`src/rtl/pipeline_pkg.sv`:
```
// Shared pipeline types and constants for the IF redirect controller:
// redirect state encoding, address type and reset/exception vectors.
package pipeline_pkg;

  typedef logic [31:0] addr_t;

  typedef enum logic [1:0] {
    IDLE  = 2'd0,
    ARMED = 2'd1,
    EXC   = 2'd2
  } redirect_state_e;

  localparam addr_t BOOT_VECTOR         = 32'hBFC00000;
  localparam addr_t EXC_VECTOR_DEFAULT  = 32'hBFC00380;
  localparam int    STAT_W_DEFAULT      = 16;

endpackage

```
`src/rtl/if_redirect_ctrl_if.sv`:
```
// Redirect request/response bundle between ID/EX (master) and the IF redirect
// controller (slave). Counter outputs exist only with IF_REDIRECT_STATS_EN.
interface if_redirect_ctrl_if
  import pipeline_pkg::*;
`ifdef IF_REDIRECT_STATS_EN
  #(parameter int STAT_W = STAT_W_DEFAULT)
`endif
  ();

  logic  STALL_IN;
  logic  BranchValid_IN;
  addr_t BranchTarget_IN;
  logic  JumpRegValid_IN;
  addr_t JumpRegTarget_IN;
  logic  ExcValid_IN;
  logic  PCLoad_OUT;
  addr_t PCTarget_OUT;
  logic  Flush_OUT;
  logic  Busy_OUT;
`ifdef IF_REDIRECT_STATS_EN
  logic [STAT_W-1:0] BranchCount;
  logic [STAT_W-1:0] JumpRegCount;
  logic [STAT_W-1:0] ExcCount;
  logic [STAT_W-1:0] DroppedCount;
`endif

  modport master (
    output STALL_IN, BranchValid_IN, BranchTarget_IN,
           JumpRegValid_IN, JumpRegTarget_IN, ExcValid_IN,
    input  PCLoad_OUT, PCTarget_OUT, Flush_OUT, Busy_OUT
`ifdef IF_REDIRECT_STATS_EN
    , input BranchCount, JumpRegCount, ExcCount, DroppedCount
`endif
  );

  modport slave (
    input  STALL_IN, BranchValid_IN, BranchTarget_IN,
           JumpRegValid_IN, JumpRegTarget_IN, ExcValid_IN,
    output PCLoad_OUT, PCTarget_OUT, Flush_OUT, Busy_OUT
`ifdef IF_REDIRECT_STATS_EN
    , output BranchCount, JumpRegCount, ExcCount, DroppedCount
`endif
  );

endinterface

```
`src/rtl/if_redirect_stats.sv`:
```
// Bank of saturating event counters; one counter per bit of inc.
// Used by if_redirect_ctrl only when IF_REDIRECT_STATS_EN is defined.
module if_redirect_stats #(
  parameter int STAT_W = 16,
  parameter int N_CNT  = 4
) (
  input  logic                          CLOCK,
  input  logic                          RESET,
  input  logic [N_CNT-1:0]              inc,
  output logic [N_CNT-1:0][STAT_W-1:0]  count
);

  for (genvar gi = 0; gi < N_CNT; gi++) begin : g_cnt
    logic [STAT_W-1:0] cnt_q;
    logic [STAT_W-1:0] cnt_d;

    // Hold at all-ones instead of wrapping
    always_comb begin
      cnt_d = cnt_q;
      if (inc[gi] && !(&cnt_q)) begin
        cnt_d = cnt_q + 1'b1;
      end
    end

    always_ff @(posedge CLOCK or negedge RESET) begin
      if (!RESET) begin
        cnt_q <= '0;
      end else begin
        cnt_q <= cnt_d;
      end
    end

    assign count[gi] = cnt_q;
  end

endmodule

```
`src/rtl/if_redirect_ctrl.sv`:
```
// Sequences branch, jump-register and exception redirects into IF as a single
// PC load pulse. Optional counters: define IF_REDIRECT_STATS_EN.
module if_redirect_ctrl
  import pipeline_pkg::*;
#(
  parameter addr_t EXC_VECTOR = EXC_VECTOR_DEFAULT
`ifdef IF_REDIRECT_STATS_EN
  , parameter int  STAT_W     = STAT_W_DEFAULT
`endif
) (
  input  logic            CLOCK,
  input  logic            RESET,
  if_redirect_ctrl_if.slave rd
);

  redirect_state_e state_q, state_d;
  addr_t           target_q, target_d;

  // Exception overrides everything, even a stall; branch/JR only sampled in
  // unstalled IDLE, so a branch sitting in a delay slot is simply ignored.
  always_comb begin
    state_d  = state_q;
    target_d = target_q;
    if (rd.ExcValid_IN) begin
      state_d  = EXC;
      target_d = EXC_VECTOR;
    end else begin
      unique case (state_q)
        IDLE: begin
          if (!rd.STALL_IN) begin
            if (rd.JumpRegValid_IN) begin
              state_d  = ARMED;
              target_d = rd.JumpRegTarget_IN;
            end else if (rd.BranchValid_IN) begin
              state_d  = ARMED;
              target_d = rd.BranchTarget_IN;
            end
          end
        end
        ARMED, EXC: begin
          if (!rd.STALL_IN) begin
            state_d = IDLE;
          end
        end
        default: state_d = IDLE;
      endcase
    end
  end

  always_ff @(posedge CLOCK or negedge RESET) begin
    if (!RESET) begin
      state_q  <= IDLE;
      target_q <= '0;
    end else begin
      state_q  <= state_d;
      target_q <= target_d;
    end
  end

  assign rd.PCLoad_OUT   = (state_q != IDLE) && !rd.STALL_IN;
  assign rd.PCTarget_OUT = target_q;
  assign rd.Flush_OUT    = (state_q == EXC);
  assign rd.Busy_OUT     = (state_q != IDLE);

`ifdef IF_REDIRECT_STATS_EN
  logic                   idle_take;
  logic [3:0]             stat_inc;
  logic [3:0][STAT_W-1:0] stat_count;

  assign idle_take   = (state_q == IDLE) && !rd.STALL_IN && !rd.ExcValid_IN;
  assign stat_inc[0] = idle_take && rd.BranchValid_IN && !rd.JumpRegValid_IN;
  assign stat_inc[1] = idle_take && rd.JumpRegValid_IN;
  assign stat_inc[2] = rd.ExcValid_IN;
  assign stat_inc[3] = (state_q == ARMED) && (rd.BranchValid_IN || rd.JumpRegValid_IN);

  if_redirect_stats #(.STAT_W(STAT_W), .N_CNT(4)) u_stats (
    .CLOCK (CLOCK),
    .RESET (RESET),
    .inc   (stat_inc),
    .count (stat_count)
  );

  assign rd.BranchCount  = stat_count[0];
  assign rd.JumpRegCount = stat_count[1];
  assign rd.ExcCount     = stat_count[2];
  assign rd.DroppedCount = stat_count[3];
`endif

endmodule
```
`src/flat_wrapper.sv`:
```
// flat-port wrapper written by rule: the top's interface ports become plain ports
module if_redirect_ctrl_flat import pipeline_pkg::*;
#(
  parameter addr_t EXC_VECTOR = EXC_VECTOR_DEFAULT

)
  (CLOCK, RESET, rd_STALL_IN, rd_BranchValid_IN, rd_BranchTarget_IN, rd_JumpRegValid_IN, rd_JumpRegTarget_IN, rd_ExcValid_IN, rd_PCLoad_OUT, rd_PCTarget_OUT, rd_Flush_OUT, rd_Busy_OUT);
  if_redirect_ctrl_if rd_i ();
  input  logic CLOCK;
  input  logic RESET;
  input wire logic [$bits(rd_i.STALL_IN)-1:0] rd_STALL_IN;
  input wire logic [$bits(rd_i.BranchValid_IN)-1:0] rd_BranchValid_IN;
  input wire logic [$bits(rd_i.BranchTarget_IN)-1:0] rd_BranchTarget_IN;
  input wire logic [$bits(rd_i.JumpRegValid_IN)-1:0] rd_JumpRegValid_IN;
  input wire logic [$bits(rd_i.JumpRegTarget_IN)-1:0] rd_JumpRegTarget_IN;
  input wire logic [$bits(rd_i.ExcValid_IN)-1:0] rd_ExcValid_IN;
  output wire logic [$bits(rd_i.PCLoad_OUT)-1:0] rd_PCLoad_OUT;
  output wire logic [$bits(rd_i.PCTarget_OUT)-1:0] rd_PCTarget_OUT;
  output wire logic [$bits(rd_i.Flush_OUT)-1:0] rd_Flush_OUT;
  output wire logic [$bits(rd_i.Busy_OUT)-1:0] rd_Busy_OUT;
  assign rd_i.STALL_IN = rd_STALL_IN;
  assign rd_i.BranchValid_IN = rd_BranchValid_IN;
  assign rd_i.BranchTarget_IN = rd_BranchTarget_IN;
  assign rd_i.JumpRegValid_IN = rd_JumpRegValid_IN;
  assign rd_i.JumpRegTarget_IN = rd_JumpRegTarget_IN;
  assign rd_i.ExcValid_IN = rd_ExcValid_IN;
  assign rd_PCLoad_OUT = rd_i.PCLoad_OUT;
  assign rd_PCTarget_OUT = rd_i.PCTarget_OUT;
  assign rd_Flush_OUT = rd_i.Flush_OUT;
  assign rd_Busy_OUT = rd_i.Busy_OUT;
  if_redirect_ctrl #(.EXC_VECTOR(EXC_VECTOR)) u_core (.CLOCK(CLOCK), .RESET(RESET), .rd(rd_i));
endmodule
```
`config.mk`:
```
export PLATFORM = sky130hd
export DESIGN_NAME = if_redirect_ctrl_flat
export DESIGN_NICKNAME = d
export VERILOG_FILES = /design/src/rtl/pipeline_pkg.sv /design/src/rtl/if_redirect_ctrl_if.sv /design/src/rtl/if_redirect_stats.sv /design/src/rtl/if_redirect_ctrl.sv /design/src/flat_wrapper.sv
export SDC_FILE = /design/constraint.sdc
export NUM_CORES = 1
export LEC_CHECK = 0
export ABC_CLOCK_PERIOD_IN_PS = 1400
export CORE_UTILIZATION = 30
export DETAILED_ROUTE_END_ITERATION = 10
export GPL_ROUTABILITY_DRIVEN = 0
export PLACE_DENSITY = 0.71
export SLEW_MARGIN = 20
export SYNTH_ARGS = -nofsm -noshare
export SYNTH_HDL_FRONTEND = slang
export SYNTH_HIERARCHICAL = 1
export SYNTH_SLANG_ARGS = --single-unit
```
`constraint.sdc`:
```
create_clock -name CLOCK -period 1.4 [get_ports CLOCK]
set_input_delay 0.21 -clock CLOCK [delete_from_list [all_inputs] [get_ports CLOCK]]
set_output_delay 0.21 -clock CLOCK [all_outputs]
set_load 0.01 [all_outputs]
```
Word level (Yosys, flattened, before mapping)

Cells that the tools add are included.

Equality and inequality tests: 6
Multiplexer cells: 11
Reduce and logical (&&, ||, !) cells: 9

Operator list:

| kind                                                                    | count |
|---|---|
| 32-bit 2-to-1 mux                                                       | 5 |
| 2-bit 2-to-1 mux                                                        | 5 |
| 3-bit inequality test, second input constant                            | 2 |
| 3-bit AND reduction                                                     | 2 |
| 4-bit inequality test, second input constant                            | 1 |
| 2-bit one-hot mux with 2 select lines                                   | 1 |
| 2-bit nonzero test                                                      | 2 |
| 3-bit nonzero test                                                      | 1 |
| 2-bit by 1-bit == test with 1-bit output, second input constant         | 1 |
| 2-bit == test, second input constant                                    | 1 |
| 2-bit logical NOT                                                       | 1 |
| 2-bit by 1-bit inequality test with 1-bit output, second input constant | 1 |
| 2-bit OR reduction                                                      | 1 |
| 1-bit logical AND                                                       | 1 |
| 1-bit logical NOT                                                       | 1 |

Flip-flop bits (word level): 34
Input port bits: 70
Output and inout bits: 35
Logic and storage cells: 28

Logic depth before layout (Yosys ltp)

Gate-level depths: netlist of run 1.

Word-level depth: 5
Gate-level depth with buffers: 5
Gate-level depth less buffers: 5

Worst setup path after synthesis of run 1

No wires, ideal clock.

Path type: register to register
From: register u_core.state_q[1]
To: register u_core.target_q[12] (netlist: u_core/rd.PCTarget_OUT[12])
Library setup time: 125 ps
Arrival time: 1,342 ps
Data required time: 1,275 ps
Setup slack: -67 ps
Cell stages (with the launch flop): 6
Buffers on the path: 1
Period minus slack after synthesis: 1,467 ps
Path through: dfrtp_1 inv_1 ha_1 a31oi_4 buf_6 mux2_2

Word-level cells in the longest chain between the ends: 3

RTL lines:

| element                       | line                   | RTL |
|---|---|---|
| start: declaration            | if_redirect_ctrl.sv:16 | `redirect_state_e state_q, state_d;` |
| start signal: assignment      | if_redirect_ctrl.sv:55 | `state_q <= state_d;` |
| 2-bit logical NOT             | if_redirect_ctrl.sv:28 | `unique case (state_q)` |
| 2-bit nonzero test (no line)  | --                     |  |
| 3-bit AND reduction (no line) | --                     |  |
| end signal: assignment        | if_redirect_ctrl.sv:56 | `target_q <= target_d;` |
| end: declaration              | if_redirect_ctrl.sv:17 | `addr_t target_q, target_d;` |

No other way between the ends.
A chain may end at the register's enable or synchronous reset.

Final worst setup path of run 1

From: register u_core.state_q[1]
To: register u_core.target_q[21] (netlist: u_core/rd.PCTarget_OUT[21])

Same word-level chain as after synthesis.

==> results.md, run 1 <==
| Item | Value | Unit |
|:---|:---|:---|
| Run status | finished with violations | - |
| Failing checks | setup timing | - |
| Die ar. | 6570 | sq um |
| Filler cell count in the final layout | 535 | - |
| Maximum fanout along the worst path | 24 | - |
| Clock network latency to the later pin of the worst-skew pair | 0.28 | ns |
| Routed WL per cell | 13.0 | um |
| Post-synth cell types | 22 | - |
| Capturing element type of the critical path | flop | - |
| Post-CTS setup buffers | 0 | - |
| DRC Markers | 0 | - |
| Sequential-to-total area share from yosys stat | 45.4 | % |
| Non-Filler Cell Area, Final | 3250 | sq um |
| Fraction of layout cells with a size suffix above 1 | 23.1 | % |
| CTS tree | yes | - |
| Post-synthesis instance area | 1870 | sq um |
| Width of the die | 81.0 | um |
| Post-Synthesis Cells | 158 | - |
| Switching portion of total power | 26.2 | % |
| Startpoint of the worst setup timing path | u_core/state_q[1]$_DFFE_PN0P_ | - |
| Crit share post-route | 103 | % |
| Critical path arrival | 1.60 | ns |
| Wire length on met3 | 383 | um |
| Residual overflow from global routing | 0 | - |
| Footprint of the flip-flops and latches | 851 | sq um |
| Smallest setup slack after layout | -0.0371 | ns |
| Startpoint types | flop | - |
| Count of routing violations after the opening detailed-route iteration | 23 | - |
| Psw | 729 | uW |
| Sequential Power Share | 41.5 | % |
| Initial core utilization | 31.3 | % |
| Pins over their slew limit | 0 | - |
| Max clock buf depth | 2 | - |
| Yosys synthesis warning count | 6 | - |
| Rows | 28 | - |
| Power per unit of standard cell area | 857 | nW/um^2 |
| Final count of hold timing violations | 0 | - |
| Post-Syn Nets | 231 | - |
| Pin count of the biggest net entering global routing | 35 | - |
| Placed inst area | 3060 | sq um |
| Largest stage delay on the critical path | 0.36 | ns |
| Total Routed Length | 4540 | um |
| Worst R2R Setup Slack | -0.04 | ns |
| CTS buffer count | 5 | - |
| Commonest cells after routing, fill and taps aside | 67 x clkdlybuf4s50_1, 34 x dfrtp_1, 22 x dlymetal6s2s_1, 22 x nor2_1, 22 x mux2_2 | - |
| Remaining antenna violation count after routing | 0 | - |
| Sum of routed wire segments on met1 | 1800 | um |
| Nets@finish | 345 | - |
| Cell breakdown of the critical path | inv_2 -> ha_4 -> a31oi_4 -> buf_12 -> mux2_2 | - |
| Unrepaired setup endpoints after global routing | true | - |
| Class of the tightest hold or removal check | in -> async | - |
| Number of buffer and inverter instances along the worst setup path | 2 | - |
| Met2 WL | 2310 | um |
| Reported leakage power | 0.00168 | uW |
| Inst Count DP | 339 | - |
| Worst path required time | 1.57 | ns |
| Critical R2R Capture | u_core/rd.PCTarget_OUT[21]$_DFFE_PN0P_ | - |
| Termination of the worst setup path | u_core/rd.PCTarget_OUT[21]$_DFFE_PN0P_ | - |
| Initial antenna violation count | 0 | - |
| Clock tree sinks | 34 | - |
| Via count of the first global-routing pass | 1594 | - |
| Setup slack at placement | -0.385 | ns |
| Final Instance Count excl. Fillers | 348 | - |
| Slowest CP cell | dfrtp_1 | - |
| Max Cap Viol | 0 | - |
| Slew at the pin closest to its max-slew limit | 0.424 | ns |
| Crit Path Category | reg -> reg | - |
| Ports | 105 | - |
| Core utilization of the finished layout | 54.2 | % |
| Kind of cell adding the most delay to the critical path | flip-flops | - |
| Worst ir drop on vdd | 0.410 | mV |
| Final setup skew | 0.00375 | ns |
| Clock edge transition at the registers on the reported setup and hold paths | 0.07 | ns |
| Top routing layer in use | met4 | - |
| Worst Reg2Reg Path Length in Cells | 5 | - |
| Port Buf Inserts | 104 | - |
| Total inserted antenna cells | 0 | - |
| Logic gate share of total power | 31.9 | % |
| Worst slew margin relative to its limit | 71.7 | % |
| Placed wire-length estimate | 3400 | um |
| Via count normalized by instance count | 4.60 | - |
| Max frequency | 696 | MHz |
| Most common library cell in the layout ignoring fill and taps | clkdlybuf4s50_1 | - |
| First drt pass iteration count | 3 | - |
| Area of the core | 5990 | sq um |
| Clock share of power | 26.6 | % |
| P_int | 2050 | uW |
| Aggregate negative setup slack | -0.543 | ns |
| Area of the multi-input gates | 983 | sq um |
| Post-Synthesis Mean Instance Area | 11.9 | sq um |
| CTS root buf | clkbuf_8 | - |
| Final setup violation count | 22 | - |
| Combined global-route utilization of all metal layers | 14.1 | % |
| Area delta synth->final | 73.2 | % |
| Deepest level of the CTS H-tree | 2 | - |
| Wire length of the first global-routing pass | 6910 | um |
| Number of cells on the critical path | 5 | - |
| Number of register bits inferred by synthesis | 34 | - |
| Worst flop-to-flop path startpoint | u_core/state_q[1]$_DFFE_PN0P_ | - |
| Vertical die dimension | 81.0 | um |
| Vias post-DR | 1601 | - |
| Min Clock Period, post-route | 1.44 | ns |
==> Yosys cell counts <==
| master | count | share of area (%) |
|---|---|---|
| nor2b_1 | 9 | 3.0 |
| mux2_1 | 2 | 1.2 |
| o22ai_1 | 2 | 0.67 |
| buf_1 | 2 | 0.40 |
| or2_4 | 1 | 0.47 |
| a21o_1 | 1 | 0.40 |
| o21ai_0 | 1 | 0.27 |
| buf_4 | 2 | 0.80 |
| dfrtp_1 | 34 | 45 |
| nand2b_1 | 1 | 0.33 |
| inv_1 | 4 | 0.80 |
| mux2i_1 | 20 | 11 |
| and2b_1 | 3 | 1.2 |
| mux2_2 | 30 | 18 |
| nor2_1 | 22 | 4.4 |
| buf_6 | 3 | 1.8 |
| clkbuf_1 | 1 | 0.20 |
| buf_2 | 3 | 0.80 |
| a21boi_0 | 1 | 0.40 |
| a31oi_4 | 1 | 1.1 |
| ha_1 | 3 | 2.0 |
| a211o_1 | 12 | 5.6 |
==> kinds of logic after synthesis <==
| group | after synthesis | share of synthesized area, % |
|---|---|---|
| adder cells (fa/ha/maj) | 3 | 2.00 |
| flip-flops | 34 | 45.4 |
| buffers and inverters | 15 | 4.81 |
| AND/OR/NAND/NOR | 36 | 9.41 |
| AO/OA/AOI/OAI | 18 | 8.48 |
| multiplexers | 52 | 29.9 |
==> routing by layer <==
layer  global-route usage (%)  vias up
li1                         -      780
met1                     15.2      750
met2                     25.7       65
met3                     5.06        6
met4                     3.75        0
met5                        0        -
==> worst register-to-register path, cell delays in order, from the launching register on <==
cell and delay (ns):
dfrtp_1 0.36, inv_2 0.06, ha_4 0.16, a31oi_4 0.18, buf_12 0.20, mux2_2 0.37
==> cell type report <==
| cell class | instances | area share [%] |
|---|---|---|
| clock buffer | 6 | 2.54 |
| sequential | 34 | 26.2 |
| tap | 75 | 2.89 |
| multi-input combinational | 109 | 30.3 |
| clock inverter | 2 | 0.386 |
| timing repair buffer | 118 | 37.2 |
| inverter | 4 | 0.463 |
==> power by group through the flow <==
stage	combinational, uW	sequential [uW]	clock (uW)
CTS	904	1160	770
finish	887	1160	739
global route	959	1170	813
detailed placement	916	1170	0
floorplan	322	1220	0
global placement	906	1170	0
==> worst min-delay path by stage <==
stage | startpoint | end | slack (ns) | depth (start not counted)
2_1_floorplan | RESET | u_core/rd.PCTarget_OUT[0]$_DFFE_PN0P_ | -0.09 | 0
3_3_place_gp | RESET | u_core/rd.PCTarget_OUT[0]$_DFFE_PN0P_ | 0.28 | 2
3_5_place_dp | RESET | u_core/rd.PCTarget_OUT[19]$_DFFE_PN0P_ | 0.27 | 2
4_1_cts | RESET | u_core/rd.PCTarget_OUT[17]$_DFFE_PN0P_ | 0.50 | 3
5_1_grt | u_core/rd.PCTarget_OUT[30]$_DFFE_PN0P_ | u_core/rd.PCTarget_OUT[30]$_DFFE_PN0P_ | 0.51 | 1
6_report | RESET | u_core/rd.PCTarget_OUT[17]$_DFFE_PN0P_ | 0.49 | 3
==> state kept, by name, indices dropped and copies added, names as in the netlist <==
| register | cells |
|---|---|
| u_core/state_q | 2 |
| u_core/rd.PCTarget_OUT | 32 |
==> through the flow <==
stage,power [uW],hold WS [ns]
2_1_floorplan,1550,-0.0856
3_3_place_gp,2080,0.275
3_5_place_dp,2090,0.268
4_1_cts,2830,0.499
5_1_grt,2940,0.515
6_report,2780,0.493
==> what timing repair did <==
| action | 4_1_cts | 5_1_grt |
|---|---|---|
| setup endpoints to repair | 43 | 51 |
| hold buffers | 1 | 0 |
| endpoints found under the hold margin | 34 | 0 |
| gates resized for setup | 30 | 28 |
| cloned | 0 | 0 |
No activity file was read; power rests on OpenSTA's default activity.
==> run 2, diff against run 1 <==
--- a/config.mk
+++ b/config.mk
@@ -5,11 +5,13 @@
 export SDC_FILE = /design/constraint.sdc
 export NUM_CORES = 1
 export LEC_CHECK = 0
+export ABC_AREA = 1
 export ABC_CLOCK_PERIOD_IN_PS = 1400
 export CORE_UTILIZATION = 30
 export DETAILED_ROUTE_END_ITERATION = 10
 export GPL_ROUTABILITY_DRIVEN = 0
-export PLACE_DENSITY = 0.71
+export PLACE_DENSITY = 0.7
+export SETUP_SLACK_MARGIN = 0.2
 export SLEW_MARGIN = 20
 export SYNTH_ARGS = -nofsm -noshare
 export SYNTH_HDL_FRONTEND = slang
==> run 2 against run 1 <==
Effect of this change:
- the flow now finishes without violations
- design area increased by 9.5%
- final cell count increased by 36%
- area after synthesis increased by 3.1%
- sequential cell count unchanged
- register-to-register slack improved by 0.08 ns
- wire length increased by 28%
- sequential power decreased by 4%
- clock skew increased by 0.0029 ns
- worst setup slack improved by 0.081 ns
- sequential share of layout area decreased by 2.3 points
- power decreased by 5.2%
- critical endpoint is now u_core/rd.PCTarget_OUT[1]$_DFFE_PN0P_
==> results.md, run 2 <==
| Item | Value | Unit | Delta |
|:---|:---|:---|:---|
| Unrepaired setup endpoints after global routing | true | - |  |
| Vertical die dimension | 82.2 | um | +1.5% |
| Wire length of the first global-routing pass | 9030 | um | +31% |
| Logic gate share of total power | 32.5 | % | +0.6 points |
| Worst flop-to-flop path startpoint | u_core/state_q[1]$_DFFE_PN0P_ | - |  |
| Ports | 105 | - | unchanged |
| Post-Synthesis Mean Instance Area | 6.97 | sq um | -41% |
| Worst Reg2Reg Path Length in Cells | 9 | - | +4 |
| Crit Path Category | reg -> reg | - |  |
| Cell with the most instances after synthesis | nand2_1 | - |  |
| Most area-hungry cell type in the Yosys netlist | dfrtp_1 | - |  |
| Post-synthesis instance area | 1930 | sq um | +3.1% |
| Residual overflow from global routing | 0 | - | unchanged |
| Post-synth cell types | 13 | - | -41% |
| Run status | complete, no violations | - |  |
| Fraction of layout cells with a size suffix above 1 | 23.6 | % | +0.54 points |
| P_int | 1860 | uW | -9.3% |
| Switching portion of total power | 29.4 | % | +3.2 points |
| Share of the synthesized area in compound gates (AO/OA/AOI/OAI) | 0 | % | -8.5 points |
| DRC Markers | 0 | - | unchanged |
| Nets@finish | 471 | - | +37% |
| Total Power Consumption | 2640 | uW | -5.2% |
| Post-synth top area share | 44.0 | % | -1.4 points |
| Aggregate negative setup slack | 0 | ns | +0.543 ns |
| Number of register bits inferred by synthesis | 34 | - | unchanged |
| Largest cells by area after synthesis | dfrtp_1 44%, nand2_1 27%, nand3_1 17% | - |  |
| Largest register FFs | 32 | - | unchanged |
| Pins over their slew limit | 0 | - | unchanged |
| Synth Flop Type | dfrtp_1 | - |  |
| Worst path required time | 1.57 | ns | about the same |
| Share of cell area taken by muxes after synthesis | 0 | % | -30 points |
| Async SR Flop Fraction | 100 | % | unchanged |
| Worst slew margin relative to its limit | 71.7 | % | about the same |
| Final setup violation count | 0 | - | -100% |
| Via count normalized by instance count | 4.68 | - | +1.7% |
| Area delta synth->final | 83.9 | % |  |
| Placed wire-length estimate | 4110 | um | +21% |
| Total Routed Length | 5790 | um | +28% |
| Sequential Power Share | 41.9 | % | +0.4 points |
| Psw | 777 | uW | +6.6% |
| Adder-cell area share of the yosys netlist | 1.94 | % | -0.060 points |
| Count of routing violations after the opening detailed-route iteration | 82 | - | +260% |
| CTS tree | yes | - |  |
| Filler cell count in the final layout | 572 | - | +6.9% |
| Total inserted antenna cells | 0 | - | unchanged |
| Post-Synthesis Cells | 277 | - | +75% |
| Critical path arrival | 1.52 | ns | -0.08 ns |
| Rows | 28 | - | unchanged |
| Die ar. | 6760 | sq um | +3.0% |
| Clock edge transition at the registers on the reported setup and hold paths | 0.07 | ns | about the same |
| Most common library cell in the layout ignoring fill and taps | nand2_1 | - |  |
| CTS root buf | clkbuf_8 | - |  |
| Maximum fanout along the worst path | 17 | - | -29% |
| Routed WL per cell | 12.2 | um | -6.1% |
| Critical R2R Capture | u_core/rd.PCTarget_OUT[1]$_DFFE_PN0P_ | - |  |
| Area of the core | 6060 | sq um | +1.2% |
| Clock tree sinks | 34 | - | unchanged |
| Deepest level of the CTS H-tree | 2 | - | unchanged |
| Worst R2R Setup Slack | 0.04 | ns | +0.08 ns |
| Pin count of the biggest net entering global routing | 33 | - | -5.7% |
| Number of enable-type register cells in the synthesized netlist | 0 | - | unchanged |
| Final setup skew | 0.00667 | ns | +0.00292 ns |
| Fraction of the mapped netlist area in simple logic gates | 45.9 | % | +36 points |
| Final count of hold timing violations | 0 | - | unchanged |
| Port Buf Inserts | 104 | - | unchanged |
| Crit share post-route | 96.8 | % | -5.8 points |
| Clock share of power | 25.6 | % | -1.0 points |
| Combined global-route utilization of all metal layers | 17.5 | % | +3.5 points |
| Yosys synthesis warning count | 6 | - | unchanged |
| Worst ir drop on vdd | 0.452 | mV | +10% |
| Commonest cells after routing, fill and taps aside | 133 x nand2_1, 68 x clkdlybuf4s50_1, 34 x dfrtp_1, 33 x nand3_1, 32 x nand3_2 | - |  |
| Power per unit of standard cell area | 742 | nW/um^2 | -13% |
| Slew at the pin closest to its max-slew limit | 0.425 | ns | +0.000242 ns |
| Max frequency | 738 | MHz | +6.0% |
| Min Clock Period, post-route | 1.36 | ns | -0.0815 ns |
| Post-Syn Nets | 350 | - | +52% |
| First drt pass iteration count | 4 | - | +1 |
| Max clock buf depth | 2 | - | unchanged |
| Initial core utilization | 31.9 | % | +0.59 points |
| Dominant combinational cell family by area after synthesis | simple AND/OR/NAND/NOR gates | - |  |
| Max Cap Viol | 0 | - | unchanged |
| Area share of xor/xnor cells in the synthesized design | 0 | % | unchanged |
| Synth top cells by count | 137 x nand2_1, 65 x nand3_1, 34 x dfrtp_1 | - |  |
| Via count of the first global-routing pass | 2010 | - | +26% |
| Vias post-DR | 2214 | - | +38% |
| Remaining antenna violation count after routing | 0 | - | unchanged |
| Reported leakage power | 0.00178 | uW | +5.8% |
| Sequential-to-total area share from yosys stat | 44.0 | % | -1.4 points |
| Width of the die | 82.2 | um | +1.5% |
| Clock network latency to the later pin of the worst-skew pair | 0.28 | ns | about the same |
| Initial antenna violation count | 0 | - | unchanged |
| Class of the tightest hold or removal check | in -> async | - |  |
| CTS buffer count | 5 | - | unchanged |
| Startpoint types | flop | - |  |
| Capturing element type of the critical path | flop | - |  |
==> run 2: what timing repair did <==
| item | in CTS | in global routing |
|---|---|---|
| resized for setup | 91 | 28 |
| setup endpoints to repair | 69 | 66 |
| buffers inserted | 1 | 13 |
| gates cloned | 0 | 0 |
| hold buffers | 1 | 0 |
| hold endpoints to repair | 16 | 0 |
| pin swaps | 3 | 4 |
==> run 2: routing by layer <==
| layer | vias to the layer above | track usage, % | routed length [um] |
|---|---|---|---|
| met5 | - | 0 | 0 |
| met4 | 0 | 5.26 | 55 |
| met3 | 5 | 3.85 | 369 |
| met2 | 68 | 31.8 | 2910 |
| met1 | 1027 | 20.4 | 2460 |
| li1 | 1114 | - | - |
==> run 2: worst max path at each step <==
stage	endpoint	slack [ns]	cells past startpoint	start
2_1_floorplan	u_core/rd.PCTarget_OUT[0]$_DFFE_PN0P_	0.19	8	u_core/state_q[1]$_DFFE_PN0P_
3_3_place_gp	u_core/rd.PCTarget_OUT[22]$_DFFE_PN0P_	-0.08	7	rd_JumpRegValid_IN
3_5_place_dp	u_core/rd.PCTarget_OUT[16]$_DFFE_PN0P_	-0.11	6	rd_JumpRegValid_IN
4_1_cts	rd_Flush_OUT	0.03	4	u_core/state_q[0]$_DFFE_PN0P_
5_1_grt	u_core/rd.PCTarget_OUT[22]$_DFFE_PN0P_	-0.03	9	u_core/state_q[1]$_DFFE_PN0P_
6_report	u_core/rd.PCTarget_OUT[1]$_DFFE_PN0P_	0.04	9	u_core/state_q[1]$_DFFE_PN0P_
==> run 2: kinds of logic after synthesis <==
kind of cell | Yosys count
adder cells (fa/ha/maj) | 3
flip-flops | 34
buffers and inverters | 29
AND/OR/NAND/NOR | 211
==> run 2: stage by stage <==
step | utilization, % | area [sq um] | hold slack [ns] | std cells | setup slack (ns)
final | 58.6 | 3550 | 0.396 | 473 | 0.0444
after global routing | 58.6 | 3550 | 0.448 | 473 | -0.0284
after CTS | 56.1 | 3400 | 0.402 | 460 | 0.0267
after detailed placement | 51.8 | 3140 | 0.174 | 451 | -0.114
after global placement | 51.8 | 3140 | 0.171 | 451 | -0.0765
after floorplan | - | 1950 | -0.0856 | 277 | 0.194
==> run 2: power groups by stage <==
stage,Sequential [uW],Combinational [uW],Clock [uW]
floorplan,1150,286,0
global placement,1110,778,0
detailed placement,1110,788,0
CTS,1110,802,706
global route,1110,946,752
finish,1110,858,675
==> run 2: cell type report <==
cell class | instances | area [sq um] | share of cell area [%]
repair buffers | 134 | 1330 | 37.5
multi-input cells | 214 | 1160 | 32.5
flip-flops and latches | 34 | 851 | 23.9
well taps | 75 | 93.8 | 2.64
clock buffers | 5 | 68.8 | 1.94
inverters | 9 | 41.3 | 1.16
clock inverters | 2 | 10.0 | 0.282
==> run 2: worst max-delay path, cell delays in order, from the launching register on <==
cell,delay [ns]
dfrtp_1,0.39
inv_2,0.09
buf_6,0.10
ha_4,0.14
inv_4,0.04
nor2_4,0.11
nand2_4,0.09
buf_12,0.17
nand3_2,0.06
nand2_1,0.05
